[src/rtl/pc_unit_if.sv]
// Control and status bundle of the program-counter unit: next-PC selection inputs from the
// decoder, fetch address and return-address-stack status back out.
interface pc_unit_if #(
  parameter int unsigned ADDR_W  = 32,
  parameter int unsigned IMM_W   = 16,
  parameter int unsigned JADDR_W = 26
);
  logic               PCWre;
  logic [2:0]         PCSrc;
  logic               Cond;
  logic [IMM_W-1:0]   Immediate;
  logic [JADDR_W-1:0] JumpTarget;
  logic [ADDR_W-1:0]  RegTarget;
  logic               RasClr;
  logic [ADDR_W-1:0]  Address;
  logic [ADDR_W-1:0]  PCPlus4;
  logic               RasEmpty;
  logic               RasFull;
  logic               RasOvf;
  logic               RasUnf;
  logic               AlignTrap;

  modport master (
    output PCWre, PCSrc, Cond, Immediate, JumpTarget, RegTarget, RasClr,
    input  Address, PCPlus4, RasEmpty, RasFull, RasOvf, RasUnf, AlignTrap
  );

  modport slave (
    input  PCWre, PCSrc, Cond, Immediate, JumpTarget, RegTarget, RasClr,
    output Address, PCPlus4, RasEmpty, RasFull, RasOvf, RasUnf, AlignTrap
  );
endinterface

[src/rtl/pc_unit.sv]
// Program counter with sequential/branch/jump/call/return selection and a circular
// return-address stack; updates on the falling clock edge. PC_ALIGN_TRAP_EN enables the
// misaligned register-jump trap.
module pc_unit #(
  parameter int unsigned       ADDR_W      = 32,
  parameter int unsigned       IMM_W       = 16,
  parameter int unsigned       JADDR_W     = 26,
  parameter int unsigned       RAS_DEPTH   = 4,
  parameter logic [ADDR_W-1:0] RESET_ADDR  = '0,
  parameter logic [ADDR_W-1:0] TRAP_VECTOR = ADDR_W'(32'h0000_0080)
) (
  input logic       CLK,
  input logic       Reset,
  pc_unit_if.slave  bus
);

  localparam int unsigned PtrW = $clog2(RAS_DEPTH);
  localparam int unsigned CntW = PtrW + 1;
  localparam logic [CntW-1:0] FullCnt = CntW'(RAS_DEPTH);

  typedef enum logic [2:0] {
    SrcSeq, SrcBr, SrcJ, SrcJr, SrcCall, SrcRet, SrcCallr, SrcRsvd
  } pc_src_e;

  logic [ADDR_W-1:0] addr_q, addr_d;
  logic [PtrW-1:0]   top_q, top_d;
  logic [CntW-1:0]   cnt_q, cnt_d;
  logic              ovf_q, ovf_d;
  logic              unf_q, unf_d;
  logic              trap_q, trap_d;
  logic [ADDR_W-1:0] ras_q [RAS_DEPTH];

  logic [ADDR_W-1:0] seq_tgt, br_tgt, j_tgt, r_tgt, imm_ext;
  logic [PtrW-1:0]   wr_ptr;
  logic              push_en, pop_en, ras_full, ras_empty, reg_misalign;
  pc_src_e           src;

  assign src       = pc_src_e'(bus.PCSrc);
  assign seq_tgt   = addr_q + ADDR_W'(4);
  assign imm_ext   = {{(ADDR_W-IMM_W){bus.Immediate[IMM_W-1]}}, bus.Immediate};
  assign br_tgt    = seq_tgt + (imm_ext << 2);
  assign j_tgt     = {seq_tgt[ADDR_W-1:JADDR_W+2], bus.JumpTarget, 2'b00};
  assign r_tgt     = {bus.RegTarget[ADDR_W-1:2], 2'b00};
  assign wr_ptr    = top_q + PtrW'(1);
  assign ras_full  = (cnt_q == FullCnt);
  assign ras_empty = (cnt_q == '0);

`ifdef PC_ALIGN_TRAP_EN
  assign reg_misalign = |bus.RegTarget[1:0];
`else
  logic unused_reg_lsbs;
  assign unused_reg_lsbs = ^bus.RegTarget[1:0];
  assign reg_misalign    = 1'b0;
`endif

  always_comb begin
    addr_d  = addr_q;
    top_d   = top_q;
    cnt_d   = cnt_q;
    ovf_d   = ovf_q;
    unf_d   = unf_q;
    trap_d  = 1'b0;
    push_en = 1'b0;
    pop_en  = 1'b0;

    if (bus.PCWre) begin
      case (src)
        SrcBr:   addr_d = bus.Cond ? br_tgt : seq_tgt;
        SrcJ:    addr_d = j_tgt;
        SrcCall: begin
          addr_d  = j_tgt;
          push_en = 1'b1;
        end
        SrcJr, SrcCallr: begin
          if (reg_misalign) begin
            addr_d = TRAP_VECTOR;
            trap_d = 1'b1;
          end else begin
            addr_d  = r_tgt;
            push_en = (src == SrcCallr);
          end
        end
        SrcRet: begin
          if (ras_empty) begin
            addr_d = seq_tgt;
            unf_d  = 1'b1;
          end else begin
            addr_d = ras_q[top_q];
            pop_en = 1'b1;
          end
        end
        default: addr_d = seq_tgt;
      endcase
    end

    // A clear wins over any stack movement requested on the same edge.
    if (bus.RasClr) begin
      push_en = 1'b0;
      pop_en  = 1'b0;
      top_d   = '0;
      cnt_d   = '0;
      ovf_d   = 1'b0;
      unf_d   = 1'b0;
    end else if (push_en) begin
      top_d = wr_ptr;
      if (ras_full) ovf_d = 1'b1;
      else          cnt_d = cnt_q + CntW'(1);
    end else if (pop_en) begin
      top_d = top_q - PtrW'(1);
      cnt_d = cnt_q - CntW'(1);
    end
  end

  always_ff @(negedge CLK or negedge Reset) begin
    if (!Reset) begin
      addr_q <= RESET_ADDR;
      top_q  <= '0;
      cnt_q  <= '0;
      ovf_q  <= 1'b0;
      unf_q  <= 1'b0;
      trap_q <= 1'b0;
    end else begin
      addr_q <= addr_d;
      top_q  <= top_d;
      cnt_q  <= cnt_d;
      ovf_q  <= ovf_d;
      unf_q  <= unf_d;
      trap_q <= trap_d;
    end
  end

  // Stack contents carry no reset; validity is tracked by cnt_q alone.
  always_ff @(negedge CLK) begin
    if (push_en) ras_q[wr_ptr] <= seq_tgt;
  end

  assign bus.Address   = addr_q;
  assign bus.PCPlus4   = seq_tgt;
  assign bus.RasEmpty  = ras_empty;
  assign bus.RasFull   = ras_full;
  assign bus.RasOvf    = ovf_q;
  assign bus.RasUnf    = unf_q;
  assign bus.AlignTrap = trap_q;

endmodule

[src/flat_wrapper.sv]
// flat-port wrapper written by rule: the top's interface ports become plain ports
module pc_unit_flat 
#(
  parameter int unsigned       ADDR_W      = 32,
  parameter int unsigned       IMM_W       = 16,
  parameter int unsigned       JADDR_W     = 26,
  parameter int unsigned       RAS_DEPTH   = 4,
  parameter logic [ADDR_W-1:0] RESET_ADDR  = '0,
  parameter logic [ADDR_W-1:0] TRAP_VECTOR = ADDR_W'(32'h0000_0080)
)
  (CLK, Reset, bus_PCWre, bus_PCSrc, bus_Cond, bus_Immediate, bus_JumpTarget, bus_RegTarget, bus_RasClr, bus_Address, bus_PCPlus4, bus_RasEmpty, bus_RasFull, bus_RasOvf, bus_RasUnf, bus_AlignTrap);
  pc_unit_if #(.ADDR_W(ADDR_W), .IMM_W(IMM_W), .JADDR_W(JADDR_W)) bus_i ();
  input logic CLK;
  input logic Reset;
  input wire logic [$bits(bus_i.PCWre)-1:0] bus_PCWre;
  input wire logic [$bits(bus_i.PCSrc)-1:0] bus_PCSrc;
  input wire logic [$bits(bus_i.Cond)-1:0] bus_Cond;
  input wire logic [$bits(bus_i.Immediate)-1:0] bus_Immediate;
  input wire logic [$bits(bus_i.JumpTarget)-1:0] bus_JumpTarget;
  input wire logic [$bits(bus_i.RegTarget)-1:0] bus_RegTarget;
  input wire logic [$bits(bus_i.RasClr)-1:0] bus_RasClr;
  output wire logic [$bits(bus_i.Address)-1:0] bus_Address;
  output wire logic [$bits(bus_i.PCPlus4)-1:0] bus_PCPlus4;
  output wire logic [$bits(bus_i.RasEmpty)-1:0] bus_RasEmpty;
  output wire logic [$bits(bus_i.RasFull)-1:0] bus_RasFull;
  output wire logic [$bits(bus_i.RasOvf)-1:0] bus_RasOvf;
  output wire logic [$bits(bus_i.RasUnf)-1:0] bus_RasUnf;
  output wire logic [$bits(bus_i.AlignTrap)-1:0] bus_AlignTrap;
  assign bus_i.PCWre = bus_PCWre;
  assign bus_i.PCSrc = bus_PCSrc;
  assign bus_i.Cond = bus_Cond;
  assign bus_i.Immediate = bus_Immediate;
  assign bus_i.JumpTarget = bus_JumpTarget;
  assign bus_i.RegTarget = bus_RegTarget;
  assign bus_i.RasClr = bus_RasClr;
  assign bus_Address = bus_i.Address;
  assign bus_PCPlus4 = bus_i.PCPlus4;
  assign bus_RasEmpty = bus_i.RasEmpty;
  assign bus_RasFull = bus_i.RasFull;
  assign bus_RasOvf = bus_i.RasOvf;
  assign bus_RasUnf = bus_i.RasUnf;
  assign bus_AlignTrap = bus_i.AlignTrap;
  pc_unit #(.ADDR_W(ADDR_W), .IMM_W(IMM_W), .JADDR_W(JADDR_W), .RAS_DEPTH(RAS_DEPTH), .RESET_ADDR(RESET_ADDR), .TRAP_VECTOR(TRAP_VECTOR)) u_core (.CLK(CLK), .Reset(Reset), .bus(bus_i));
endmodule
[config.mk]
export PLATFORM = sky130hd
export DESIGN_NAME = pc_unit_flat
export DESIGN_NICKNAME = d
export VERILOG_FILES = /design/src/rtl/pc_unit_if.sv /design/src/rtl/pc_unit.sv /design/src/flat_wrapper.sv
export SDC_FILE = /design/constraint.sdc
export NUM_CORES = 1
export LEC_CHECK = 0
export CAP_MARGIN = 25
export CORE_ASPECT_RATIO = 0.8
export CORE_UTILIZATION = 50
export CTS_CLUSTER_DIAMETER = 60
export DETAILED_ROUTE_END_ITERATION = 10
export HOLD_SLACK_MARGIN = 0.02
export PLACE_DENSITY = 0.75
export SLEW_MARGIN = 20
export SYNTH_ARGS = -nofsm -noshare
export SYNTH_HDL_FRONTEND = slang
export SYNTH_SLANG_ARGS = --single-unit
[constraint.sdc]
create_clock -name CLK -period 5.5 [get_ports CLK]
set_input_delay 1.1 -clock CLK [delete_from_list [all_inputs] [get_ports CLK]]
set_output_delay 1.1 -clock CLK [all_outputs]
set_load 0.02 [all_outputs]
# --- After elaboration in Yosys (flattened, before gate mapping) ---
# Memory sizes are Yosys's and may differ from the RTL's.
# Cells that the tools add are included.
classes:
  reduce_logical: 12
  n_addsub: 6
  n_mux: 25
  n_eq_ne: 8
ops:
  columns: ["op", "n"]
  rows:
  - ["32-bit case mux with 4 select lines", 1]
  - ["32-bit 2-to-1 mux", 2]
  - ["32-bit by 3-bit adder with 32-bit output (second input constant)", 1]
  - ["32-bit adder", 1]
  - ["1-bit 2-to-1 mux", 14]
  - ["3-bit equality test (second input constant)", 4]
  - ["3-bit 2-to-1 mux", 4]
  - ["2-bit nonzero test", 5]
  - ["3-bit by 2-bit equality test with 1-bit output (second input constant)", 2]
  - ["2-bit 2-to-1 mux", 3]
  - ["2-bit AND reduction", 2]
  - ["2-bit OR reduction", 2]
  - ["3-bit by 1-bit adder with 3-bit output (second input constant)", 1]
  - ["3-bit by 1-bit equality test with 1-bit output (second input constant)", 1]
  - ["3-bit zero test", 1]
  - ["3-bit != test (second input constant)", 1]
  - ["3-bit AND reduction", 1]
  - ["3-bit nonzero test", 1]
  - ["3-bit by 1-bit subtractor with 3-bit output (second input constant)", 1]
  - ["2-bit by 1-bit adder with 2-bit output (second input constant)", 1]
  - ["1-bit case mux with 2 select lines", 1]
  - ["2-bit by 1-bit subtractor with 2-bit output (second input constant)", 1]
word_totals:
  n_memories: 1
  register_bits: 39
  word_cells: 57
  ramBits: 128
memory_table:
  columns: ["memory", "words", "word_bits", "read_ports", "rd_clocked_by_memory_dff", "write_ports", "line_no", "text"]
  rows:
  - ["u_core.ras_q", 4, 32, 1, 0, 1, "pc_unit.sv:31", "logic [ADDR_W-1:0] ras_q [RAS_DEPTH];"]

# --- Logic depth before layout (Yosys ltp) ---
depth:
  ltp_word: 7
  depth_mapped: 17
  depth_no_buf: 16

==> reports/metrics.yaml <==
run_status:
  status: "finished, violations left"
  violations: "setup timing"
floorplan:
  die_y_um: 124
  coreArea_sq_um: 18200
  initial_utilization_pct: 51.2
  io_pins: 151
  die_area_sq_um: 19200
  die_w_um: 155
  fp-row-count: 44
logic_synthesis:
  netlist.area_leader.share_pct: 41.2
  yosysMostFrequentCell: "edfxtp_1"
  avgSynthCellArea_sq_um: 11.8
  ys_types: 69
  synth_top_cell_by_area: "edfxtp_1"
  ys_seq_area_share_pct: 51.7
  async_reset_ff_share_pct: 23.4
  synthFlopType: "edfxtp_1"
  yosys-top-cells-area: "edfxtp_1, dfrtn_1, mux4_2, ha_1, xnor2_1"
  synth_area_sq_um: 9330
  ys_ff_latch: 167
  synth_nets: 914
  synth_commonest_cells: "edfxtp_1, nand2_1, nor2_1, a21oi_1, dfrtn_1"
  syn_inst: 793
  synth_edf_count: 128
  yosysWarningCount: 0
power:
  finalPower_uw: 5940
  p_per_area_nw_per_um2: 366
  leakage_uw: 0.00701
  p_int_uw: 3480
  vdd_drop_max_v: 0.000262
  netSwitchingFraction_pct: 41.3
  pwr-share-seq_pct: 26.0
  clkPwrFrac_pct: 30.6
  comb_power_share_pct: 43.4
  p_sw_uw: 2460
timing:
  fin_worst_skew_ns: 0.108
  timing.final.ws_setup_ns: -1.09
  worst_slew_pin_slew_ns: 0.918
  rsz0062_at_grt: "true"
  hold_viol: 0
  slew_violations: 0
  slew_headroom_pct: 38.8
  hold_ws_ns: 0.429
  finalSetupTns_ns: -27.73
  setup-violations-final: 60
detailed_routing:
  first_iter_violations: 2021
  wl_per_cell_um: 29.3
  ant_nets: 0
  drc: 0
  via_count: 11000
  drt-total-wl_mm: 47.0
  first_pass_iters: 8
  drt-vias-per-instance: 6.85
clock_network:
  numClockSinks: 167
  cts-root-buf: "clkbuf_16"
  clk_latency_ns: 0.53
  clkTransAtPathRegs_ns: 0.06
  clockBufferDepth: 2
  cts_buffers: 17
  cts.htree.levels: 4
  tritoncts: "done"
global_route:
  grt_max_degree: 49
  antenna_found_initial: 0
  grt-ovfl-total: 0
  grt_pass1_vias: 10100
  grt_pass1_wl_mm: 57.1
  grt_usage_pct: 40.7
placed_design:
  port_buffers: 147
  hpwl_mm: 22.7
  post-place-ws_ns: -1.35
  place_congestion: 0.946
cells_and_area:
  drive_gt1_share_pct: 43.4
  fill_cells: 664
  antenna_cells: 0
  area_growth_pct: 73.9
  fin_nets: 1460
setup_path:
  path_class: "in -> reg"
  critPathRequiredTime_ns: 2.98
  crit_arrival_ns: 4.07
  slowest_stage: "a21oi_1"
  critPathMaxStageDelay_ns: 0.57
  path_buf_inv: 2
  start_kind: "input port"
  crit_family: "compound AO/OA/AOI/OAI gates"
  critPathMaxFanout: 3
  cp-end-kind: "flop"
  crit_chain: "buf_6 > ha_4 > inv_2 > fa_2 > nor2b_1 > o21a_1 > o21a_1 > o31a_1 > or3_4 > a21oi_4 > xor2_2 > o211ai_1 > a21oi_1 > a21oi_1"
min_path:
  hold_path_class: "reg -> reg"
run:
  cap_violations: 0
[layout by cell type, fill, tap and decap left out, types with 14 or more instances in the layout]
cell type / n
o21ai_0: 16
buf_6: 66
buf_4: 236
dlygate4sd2_1: 18
a21oi_1: 32
inv_1: 152
buf_12: 18
dfrtn_1: 39
nand3_1: 14
clkdlybuf4s50_1: 72
mux4_2: 32
ha_4: 21
clkbuf_16: 18
xnor2_4: 19
nand2_1: 70
edfxtp_1: 128
a221oi_2: 16
ha_1: 14
nor2_1: 54
a221oi_1: 19
[state kept, by name, summed over array words and instances, names as in the netlist]
register / cells
u_core.ras_q: 128
u_core.cnt_q: 3
u_core.top_q: 2
u_core.bus.RasOvf: 1
u_core.bus.RasUnf: 1
u_core.bus.Address: 32
[power groups by stage]
stage / clock network, uW / logic [uW] / registers (uW)
after floorplan: 139 / 896 / 1650
after global routing: 1880 / 2640 / 1550
after global placement: 139 / 1860 / 1550
after detailed placement: 139 / 1900 / 1550
final: 1820 / 2570 / 1550
after CTS: 1670 / 2170 / 1530
[cell families after synthesis]
| group | after synthesis | share of synthesized area, % |
|---|---|---|
| buf+inv | 64 | 2.79 |
| flops | 167 | 51.7 |
| compound gates | 181 | 13.8 |
| other cells | 1 | 0.0402 |
| mux | 39 | 8.53 |
| fa+ha+maj | 39 | 5.39 |
| simple gates | 249 | 12.7 |
| xor+xnor | 53 | 5.06 |
[path summary, 6_finish.rpt]
path,startpoint,endpoint,slack [ns],cells after the start
worst max-delay path,bus_Immediate[0],u_core.bus.Address[12],-1.09,14
worst min-delay path,u_core.cnt_q[2],u_core.cnt_q[2],0.43,1
worst max register to register,u_core.bus.Address[2],u_core.bus.Address[31],0.76,19
worst min register to register,u_core.cnt_q[2],u_core.cnt_q[2],0.43,1
max in group asynchronous,Reset,u_core.bus.Address[19],1.31,2
min in group asynchronous,Reset,u_core.cnt_q[0],3.44,1
[per-layer routing]
metal	part of all wire (%)	up-vias	global-route usage, %
met3	15	428	10.8
li1	-	4129	-
met2	44	1304	65.7
met4	8.4	0	21.5
met1	33	5138	50.8
met5	0	-	0
[cell type report]
cell class              instances  area [sq um]  share of cell area [%]
clock buffers                  18           450                    2.78
well taps                     253           317                    1.95
clock inverters               142           658                    4.06
multi-input cells             562          5860                    36.1
repair buffers                437          4020                    24.8
flip-flops and latches        167          4820                    29.7
inverters                      26          97.6                   0.602
[stage by stage]
step / util, % / instances / instance area (sq um)
CTS: 85.9 / 1577 / 15600
floorplan: - / 793 / 10000
finish: 89.0 / 1605 / 16200
global route: 89.0 / 1605 / 16200
global placement: 74.2 / 1379 / 13500
detailed placement: 74.2 / 1379 / 13500
[worst register-to-register path: stages (launching register included)]
cell and delay [ns]:
dfrtn_1 0.49, ha_2 0.22, nand4_1 0.25, buf_4 0.23, buf_6 0.13, nor2_4 0.18, buf_6 0.15, xnor2_4 0.12
buf_4 0.13, buf_4 0.14, ha_4 0.22, a21o_1 0.24, a2111oi_4 0.35, nand3_2 0.19, o211a_4 0.29, nor4b_4 0.35
o41a_1 0.29, xnor2_2 0.18, mux2i_1 0.25, a21oi_1 0.13
[timing repair]
action / CTS / global route
buffers inserted: 40 / 39
pin swaps: 113 / 100
cloned: 1 / 0
gates resized for setup: 353 / 104
endpoints found under the setup margin: 69 / 73
hold buffers: 0 / 0
Note: power is estimated with default switching activity, not from simulation.
